[src/rtl/codec_cfg_sequencer.sv]
// Walks a programmable table of codec config words and issues one I2C write per entry.
// Handles NACK retry, transaction timeout and a settling gap. CFG_RETRY_STAT_EN adds retry_total_o.
module codec_cfg_sequencer #(
    parameter int DATA_W      = 16,
    parameter int NUM_REGS    = 10,
    parameter int MAX_RETRY   = 3,
    parameter int GAP_CYC     = 8,
    parameter int TIMEOUT_CYC = 4096,
    parameter int IDX_W       = $clog2(NUM_REGS + 1)
) (
    input  logic              clk_i2c,
    input  logic              rst_i,
    input  logic              en_i,
    input  logic              start_cf_i,
    input  logic              tbl_we_i,
    input  logic [IDX_W-1:0]  tbl_addr_i,
    input  logic [DATA_W-1:0] tbl_data_i,
    input  logic              i2c_busy_i,
    input  logic              i2c_done_i,
    input  logic              i2c_nack_i,
    output logic              send_start_o,
    output logic [DATA_W-1:0] cf_data_o,
    output logic [IDX_W-1:0]  cf_idx_o,
    output logic              cf_busy_o,
    output logic              cf_done_o,
    output logic              cf_err_o,
    output logic [IDX_W-1:0]  cf_err_idx_o
`ifdef CFG_RETRY_STAT_EN
   ,output logic [7:0]        retry_total_o
`endif
);
    localparam int RTY_W = (MAX_RETRY < 1) ? 1 : $clog2(MAX_RETRY + 1);
    localparam int GAP_W = (GAP_CYC < 2) ? 1 : $clog2(GAP_CYC);
    localparam int TO_W  = (TIMEOUT_CYC < 2) ? 1 : $clog2(TIMEOUT_CYC);

    localparam logic [IDX_W-1:0] LAST_IDX = IDX_W'(NUM_REGS - 1);
    localparam logic [RTY_W-1:0] RTY_MAX  = RTY_W'(MAX_RETRY);
    localparam logic [GAP_W-1:0] GAP_LAST = GAP_W'((GAP_CYC > 0) ? GAP_CYC - 1 : 0);
    localparam logic [TO_W-1:0]  TO_LAST  = TO_W'((TIMEOUT_CYC > 0) ? TIMEOUT_CYC - 1 : 0);

    localparam logic [2:0] S_IDLE      = 3'd0;
    localparam logic [2:0] S_START     = 3'd1;
    localparam logic [2:0] S_WAIT_BUSY = 3'd2;
    localparam logic [2:0] S_WAIT_DONE = 3'd3;
    localparam logic [2:0] S_GAP       = 3'd4;
    localparam logic [2:0] S_DONE      = 3'd5;
    localparam logic [2:0] S_ERROR     = 3'd6;

    logic [DATA_W-1:0] tbl [NUM_REGS];

    logic [2:0]        state, state_nxt;
    logic [IDX_W-1:0]  idx, idx_nxt;
    logic [RTY_W-1:0]  retry, retry_nxt;
    logic [GAP_W-1:0]  gap_cnt, gap_nxt;
    logic [TO_W-1:0]   to_cnt, to_nxt;
    logic [DATA_W-1:0] data_q;
    logic              err_q;
    logic [IDX_W-1:0]  err_idx_q;
    logic              waiting, resolving, failed;
    logic              run_clr, err_set, go_gap;

    // Timeout is folded into the same resolve path as a NACK; a real done wins if both coincide.
    assign waiting   = (state == S_WAIT_BUSY) || (state == S_WAIT_DONE);
    assign resolving = waiting && (i2c_done_i || (to_cnt == TO_LAST));
    assign failed    = i2c_done_i ? i2c_nack_i : 1'b1;

    always_ff @(posedge clk_i2c) begin
        if (tbl_we_i && (state == S_IDLE) && (tbl_addr_i <= LAST_IDX))
            tbl[tbl_addr_i] <= tbl_data_i;
    end

    always_comb begin
        state_nxt = state;
        idx_nxt   = idx;
        retry_nxt = retry;
        gap_nxt   = gap_cnt;
        to_nxt    = to_cnt;
        run_clr   = 1'b0;
        err_set   = 1'b0;
        go_gap    = 1'b0;
        case (state)
            S_IDLE: if (start_cf_i && !i2c_busy_i) begin
                state_nxt = S_START;
                idx_nxt   = '0;
                retry_nxt = '0;
                run_clr   = 1'b1;
            end
            S_START: begin
                to_nxt    = '0;
                state_nxt = S_WAIT_BUSY;
            end
            S_WAIT_BUSY, S_WAIT_DONE: begin
                to_nxt = to_cnt + 1'b1;
                if ((state == S_WAIT_BUSY) && i2c_busy_i)
                    state_nxt = S_WAIT_DONE;
                if (resolving) begin
                    if (!failed) begin
                        if (idx == LAST_IDX) begin
                            state_nxt = S_DONE;
                        end else begin
                            idx_nxt   = idx + 1'b1;
                            retry_nxt = '0;
                            go_gap    = 1'b1;
                        end
                    end else if (retry != RTY_MAX) begin
                        retry_nxt = retry + 1'b1;
                        go_gap    = 1'b1;
                    end else begin
                        state_nxt = S_ERROR;
                        err_set   = 1'b1;
                    end
                end
            end
            S_GAP: begin
                if (gap_cnt == GAP_LAST) state_nxt = S_START;
                else                     gap_nxt   = gap_cnt + 1'b1;
            end
            S_DONE, S_ERROR: state_nxt = S_IDLE;
            default: state_nxt = S_IDLE;
        endcase
        if (go_gap) begin
            gap_nxt   = '0;
            state_nxt = (GAP_CYC == 0) ? S_START : S_GAP;
        end
    end

    always_ff @(posedge clk_i2c or posedge rst_i) begin
        if (rst_i) begin
            state     <= S_IDLE;
            idx       <= '0;
            retry     <= '0;
            gap_cnt   <= '0;
            to_cnt    <= '0;
            data_q    <= '0;
            err_q     <= 1'b0;
            err_idx_q <= '0;
        end else if (en_i) begin
            state   <= state_nxt;
            idx     <= idx_nxt;
            retry   <= retry_nxt;
            gap_cnt <= gap_nxt;
            to_cnt  <= to_nxt;
            // Latch the word on entry to START so it is stable for the whole transaction.
            if ((state_nxt == S_START) && (state != S_START))
                data_q <= tbl[idx_nxt];
            if (run_clr) begin
                err_q     <= 1'b0;
                err_idx_q <= '0;
            end else if (err_set) begin
                err_q     <= 1'b1;
                err_idx_q <= idx;
            end
        end
    end

`ifdef CFG_RETRY_STAT_EN
    logic [7:0] retry_total;
    always_ff @(posedge clk_i2c or posedge rst_i) begin
        if (rst_i)
            retry_total <= '0;
        else if (en_i) begin
            if (run_clr)
                retry_total <= '0;
            else if (resolving && failed && (retry != RTY_MAX) && (retry_total != 8'hff))
                retry_total <= retry_total + 1'b1;
        end
    end
    assign retry_total_o = retry_total;
`endif

    assign send_start_o = (state == S_START);
    assign cf_busy_o    = (state != S_IDLE);
    assign cf_done_o    = (state == S_DONE) || (state == S_ERROR);
    assign cf_data_o    = data_q;
    assign cf_idx_o     = idx;
    assign cf_err_o     = err_q;
    assign cf_err_idx_o = err_idx_q;

endmodule

[config.mk]
export PLATFORM = sky130hd
export DESIGN_NAME = codec_cfg_sequencer
export DESIGN_NICKNAME = d
export VERILOG_FILES = /design/src/rtl/codec_cfg_sequencer.sv
export SDC_FILE = /design/constraint.sdc
export NUM_CORES = 1
export LEC_CHECK = 0
export ABC_AREA = 1
export BUFFER_PORTS_ARGS = -buffer_cell sky130_fd_sc_hd__buf_2
export CORE_MARGIN = 2
export CORE_UTILIZATION = 30
export CTS_BUF_LIST = sky130_fd_sc_hd__clkbuf_16
export CTS_CLUSTER_DIAMETER = 80
export DETAILED_ROUTE_END_ITERATION = 7
export GPL_TIMING_DRIVEN = 0
export SLEW_MARGIN = 0
export SYNTH_ARGS = -nofsm -noshare
export SYNTH_HDL_FRONTEND = slang
export SYNTH_SLANG_ARGS = --single-unit
export TNS_END_PERCENT = 30
[constraint.sdc]
create_clock -name clk_i2c -period 3.2 [get_ports clk_i2c]
set_input_delay 0.16 -clock clk_i2c [delete_from_list [all_inputs] [get_ports clk_i2c]]
set_output_delay 0.16 -clock clk_i2c [all_outputs]
set_load 0.03 [all_outputs]
==> impl_metrics.env <==
export IMPL_grt_max_degree=40
export IMPL_antenna_found_initial=0
export IMPL_track_usage_pct=14.4
export IMPL_avgSynthCellArea_um2=11.0
export IMPL_max_slew_margin_rel_pct=30.5
export IMPL_required_ns=3.42
export IMPL_viasPerCell=4.74
export IMPL_arrival_ns=2.80
export IMPL_post_cts_resize_count=0
export IMPL_wl_mm=21.7
export IMPL_setup_tns_ns=0
export IMPL_grt_pass1_vias=6169
export IMPL_cpPeakStageDelay_ns=0.74
export IMPL_io_pins=56
export IMPL_clk_pin_slew_ns=0.06
export IMPL_power_density_nw_per_um2=796
export IMPL_hold_viol_final=0
export IMPL_reg2reg_slack_ns=0.62
export IMPL_p_leak_nw=4.15
export IMPL_period_needed_ns=2.58
export IMPL_cp_depth=8
export IMPL_synth_fp_nets=828
export IMPL_cts_setup_buffers=0
export IMPL_worstRegToRegCells=8
export IMPL_drtIter0Drc=484
export IMPL_clock_latency_ns=0.51
export IMPL_cap_violations=0
export IMPL_cts_tree="built"
export IMPL_rows=62
export IMPL_setup_viol=0
export IMPL_wire_per_inst_um=16.8
export IMPL_startpoint="state[1]$_DFFE_PP0P_"
export IMPL_synth_fa_ha_area_share_pct=0.859
export IMPL_synth_top_family_by_area="simple AND/OR/NAND/NOR gates"
export IMPL_overflow=0
export IMPL_syn_area_um2=8740
export IMPL_synth_mux_area_share_pct=0
export IMPL_crit_slowest_cell="nor3_2"
export IMPL_ys_seq_elements=205
export IMPL_start_kind="flip-flop"
export IMPL_numCtsBuffers=22
export IMPL_drive_gt1_share_pct=18.8
export IMPL_start_util_pct=30.5
export IMPL_cts_sinks=205
export IMPL_hold_path_class="in -> reg"
export IMPL_worstReg2RegStart="state[1]$_DFFE_PP0P_"
export IMPL_cts_hold_buf=12
export IMPL_outcome="finished, final reports clean"
export IMPL_syn_to_final_growth_pct=20.5
export IMPL_num_antenna_cells=0
export IMPL_finalMaxSlewViolations=0
export IMPL_synth_cell_types=34
export IMPL_synthSimpleGateAreaFrac_pct=22.6
export IMPL_fin_util_pct=36.7
export IMPL_cp_end_kind="flip-flop"
export IMPL_crit_buf_inv=3
export IMPL_critPathMostFrequentCell="nand2_1"
export IMPL_die_h_um=175
export IMPL_critical_path_class="reg -> reg"
export IMPL_fin_skew_ns=0.00895
export IMPL_tightest_slew_ns=1.04
export IMPL_die_area_um2=30500
export IMPL_htree_levels=1
export IMPL_synth_cells=794
export IMPL_firstDrtPassIters=6
export IMPL_yosysTopAreaCell="edfxtp_1"
export IMPL_crit_fanout=10
export IMPL_ir_drop_uv=339
export IMPL_ant_nets=0
export IMPL_routed_via_count=6135
export IMPL_synth_compound_area_share_pct=4.29
export IMPL_synth_top_cell_area_share_pct=55.0
export IMPL_post_dp_hpwl_mm=15.7
export IMPL_synthXorXnorAreaFrac_pct=0
export IMPL_place_congestion=0.788
export IMPL_rsz0062_at_grt="false"
export IMPL_nets=928
export IMPL_yosysWarnings=0
export IMPL_design_area_um2=10500
export IMPL_drc_errors=0
export IMPL_root_buffer="clkbuf_16"
export IMPL_synth_top_cells_by_area="edfxtp_1 (55%), dfrtp_1 (13%), nand3_1 (11%), nand2_1 (7.9%), buf_2 (1.7%)"
export IMPL_critical_path_top_delay_family="simple AND/OR/NAND/NOR gates"
export IMPL_finalCritPeriodShare_pct=80.7
export IMPL_worstPathCellList="nor2_2 > inv_2 > nor2_4 > nand2_1 > inv_1 > nand2_1 > nor3_2 > buf_6"
export IMPL_core_area_um2=28700
export IMPL_cts_buffer_depth=3
export IMPL_die_w_um=175
export IMPL_dpl_cell_area_um2=9650
export IMPL_cp_endpoint="tbl[6][8]$_DFFE_PP_"
export IMPL_seq_area_frac_synth_pct=67.8
export IMPL_numPortBuffers=55
export IMPL_rr_endpoint="tbl[6][8]$_DFFE_PP_"
export IMPL_max_freq_ghz=0.387
export IMPL_grt_pass1_wl_mm=34.7
==> registers in the layout, indices dropped and copies added, names as in the netlist <==
name / flops
cf_err_idx_o: 4
cf_data_o: 16
gap_cnt: 3
retry: 2
cf_err_o: 1
tbl: 160
to_cnt: 12
cf_idx_o: 4
state: 3
==> synth_stat cells (all sizes together) <==
cell / count
nand3: 193
nand2: 191
edfxtp: 160
inv: 48
dfrtp: 45
nor2: 35
buf: 34
o21ai: 24
a31oi: 19
a21oi: 12
nor3: 7
ha: 6
o22ai: 5
clkbuf: 4
nand4: 4
a211oi: 1
a31o: 1
and3: 1
nor3b: 1
o2111ai: 1
o311ai: 1
or2: 1
==> layer usage <==
metal	global-route usage, %	routed length [µm]
met2	24.9	10600
met3	2.07	1400
met1	19.0	9480
met5	0	0
met4	3.47	282
==> how the worst min path moves through the flow <==
stage | start | endpoint | slack [ns] | depth (start not counted)
after floorplan | tbl_data_i[0] | tbl[0][0]$_DFFE_PP_ | 0.26 | 0
after global placement | to_cnt[10]$_DFFE_PP0P_ | to_cnt[10]$_DFFE_PP0P_ | 0.45 | 1
after detailed placement | rst_i | cf_data_o[3]$_DFFE_PP0P_ | 0.07 | 2
after CTS | tbl_data_i[6] | tbl[4][6]$_DFFE_PP_ | 0.006 | 1
after global routing | tbl_data_i[6] | tbl[7][6]$_DFFE_PP_ | 0.008 | 1
final | tbl_data_i[7] | tbl[3][7]$_DFFE_PP_ | 0.02 | 1
==> cells by family after synthesis <==
group / after synthesis
adders and majority gates: 6
AOI/OAI and AO/OA: 64
buffers and inverters: 86
and+or+nand+nor: 433
DFF: 205
==> stage by stage <==
step | cells | hold WS (ns) | setup slack, ns | total power [mW]
6_report | 1293 | 0.0178 | 0.618 | 8.38
5_1_grt | 1293 | 0.00834 | 0.448 | 8.85
4_1_cts | 1293 | 0.00567 | 0.626 | 8.43
3_5_place_dp | 1242 | 0.0738 | 0.641 | 5.78
3_3_place_gp | 1233 | 0.454 | -0.498 | 5.72
2_1_floorplan | 794 | 0.259 | 0.701 | 4.98
==> report_power, final <==
group | switching (mW) | internal (mW) | total, mW
Clock | 1.05 | 1.59 | 2.63
Combinational | 1.74 | 0.732 | 2.47
Sequential | 0.157 | 3.11 | 3.27
==> cell usage in the layout (no fill, tap or decap), types with 2 or more instances in the layout <==
| master | synthesis | layout |
|---|---|---|
| nand2_2 | 3 | 3 |
| o22ai_1 | 5 | 5 |
| a21oi_1 | 10 | 10 |
| inv_2 | 10 | 11 |
| nand3_1 | 191 | 191 |
| nor2_1 | 31 | 25 |
| ha_1 | 6 | 6 |
| edfxtp_1 | 160 | 160 |
| nand3_4 | 2 | 2 |
| buf_2 | 29 | 84 |
| buf_6 | 2 | 5 |
| nor2_4 | 2 | 2 |
| dfrtp_1 | 45 | 45 |
| dlygate4sd3_1 | 0 | 12 |
| clkbuf_16 | 0 | 22 |
| clkinv_2 | 0 | 3 |
| nor3_1 | 7 | 3 |
| o21ai_0 | 21 | 21 |
| o21ai_1 | 2 | 2 |
| buf_8 | 0 | 4 |
| a31oi_1 | 19 | 19 |
| nor2_2 | 2 | 8 |
| bufinv_16 | 0 | 4 |
| nand2_4 | 3 | 3 |
| clkbuf_1 | 4 | 4 |
| nand2_1 | 185 | 185 |
| clkinvlp_4 | 0 | 3 |
| inv_1 | 38 | 40 |
| a21oi_2 | 2 | 2 |
| buf_4 | 3 | 4 |
| nand4_1 | 3 | 3 |
| nor3_2 | 0 | 4 |
==> worst reg2reg max path: cells and delay by family (launching register included) <==
family,cells,cell delay [ns]
buffers and inverters,3,0.44
DFF,1,0.44
and+or+nand+nor,5,1.40
==> area by class of cell <==
type	count	area, µm²
buffer	38	205
clock buffer	22	551
clock inverter	17	206
fill	2812	18200
inverter	48	180
multi-input combinational	503	2460
sequential	205	5930
tap	384	480
timing repair buffer	76	517
(Power assumes the default switching activity.)
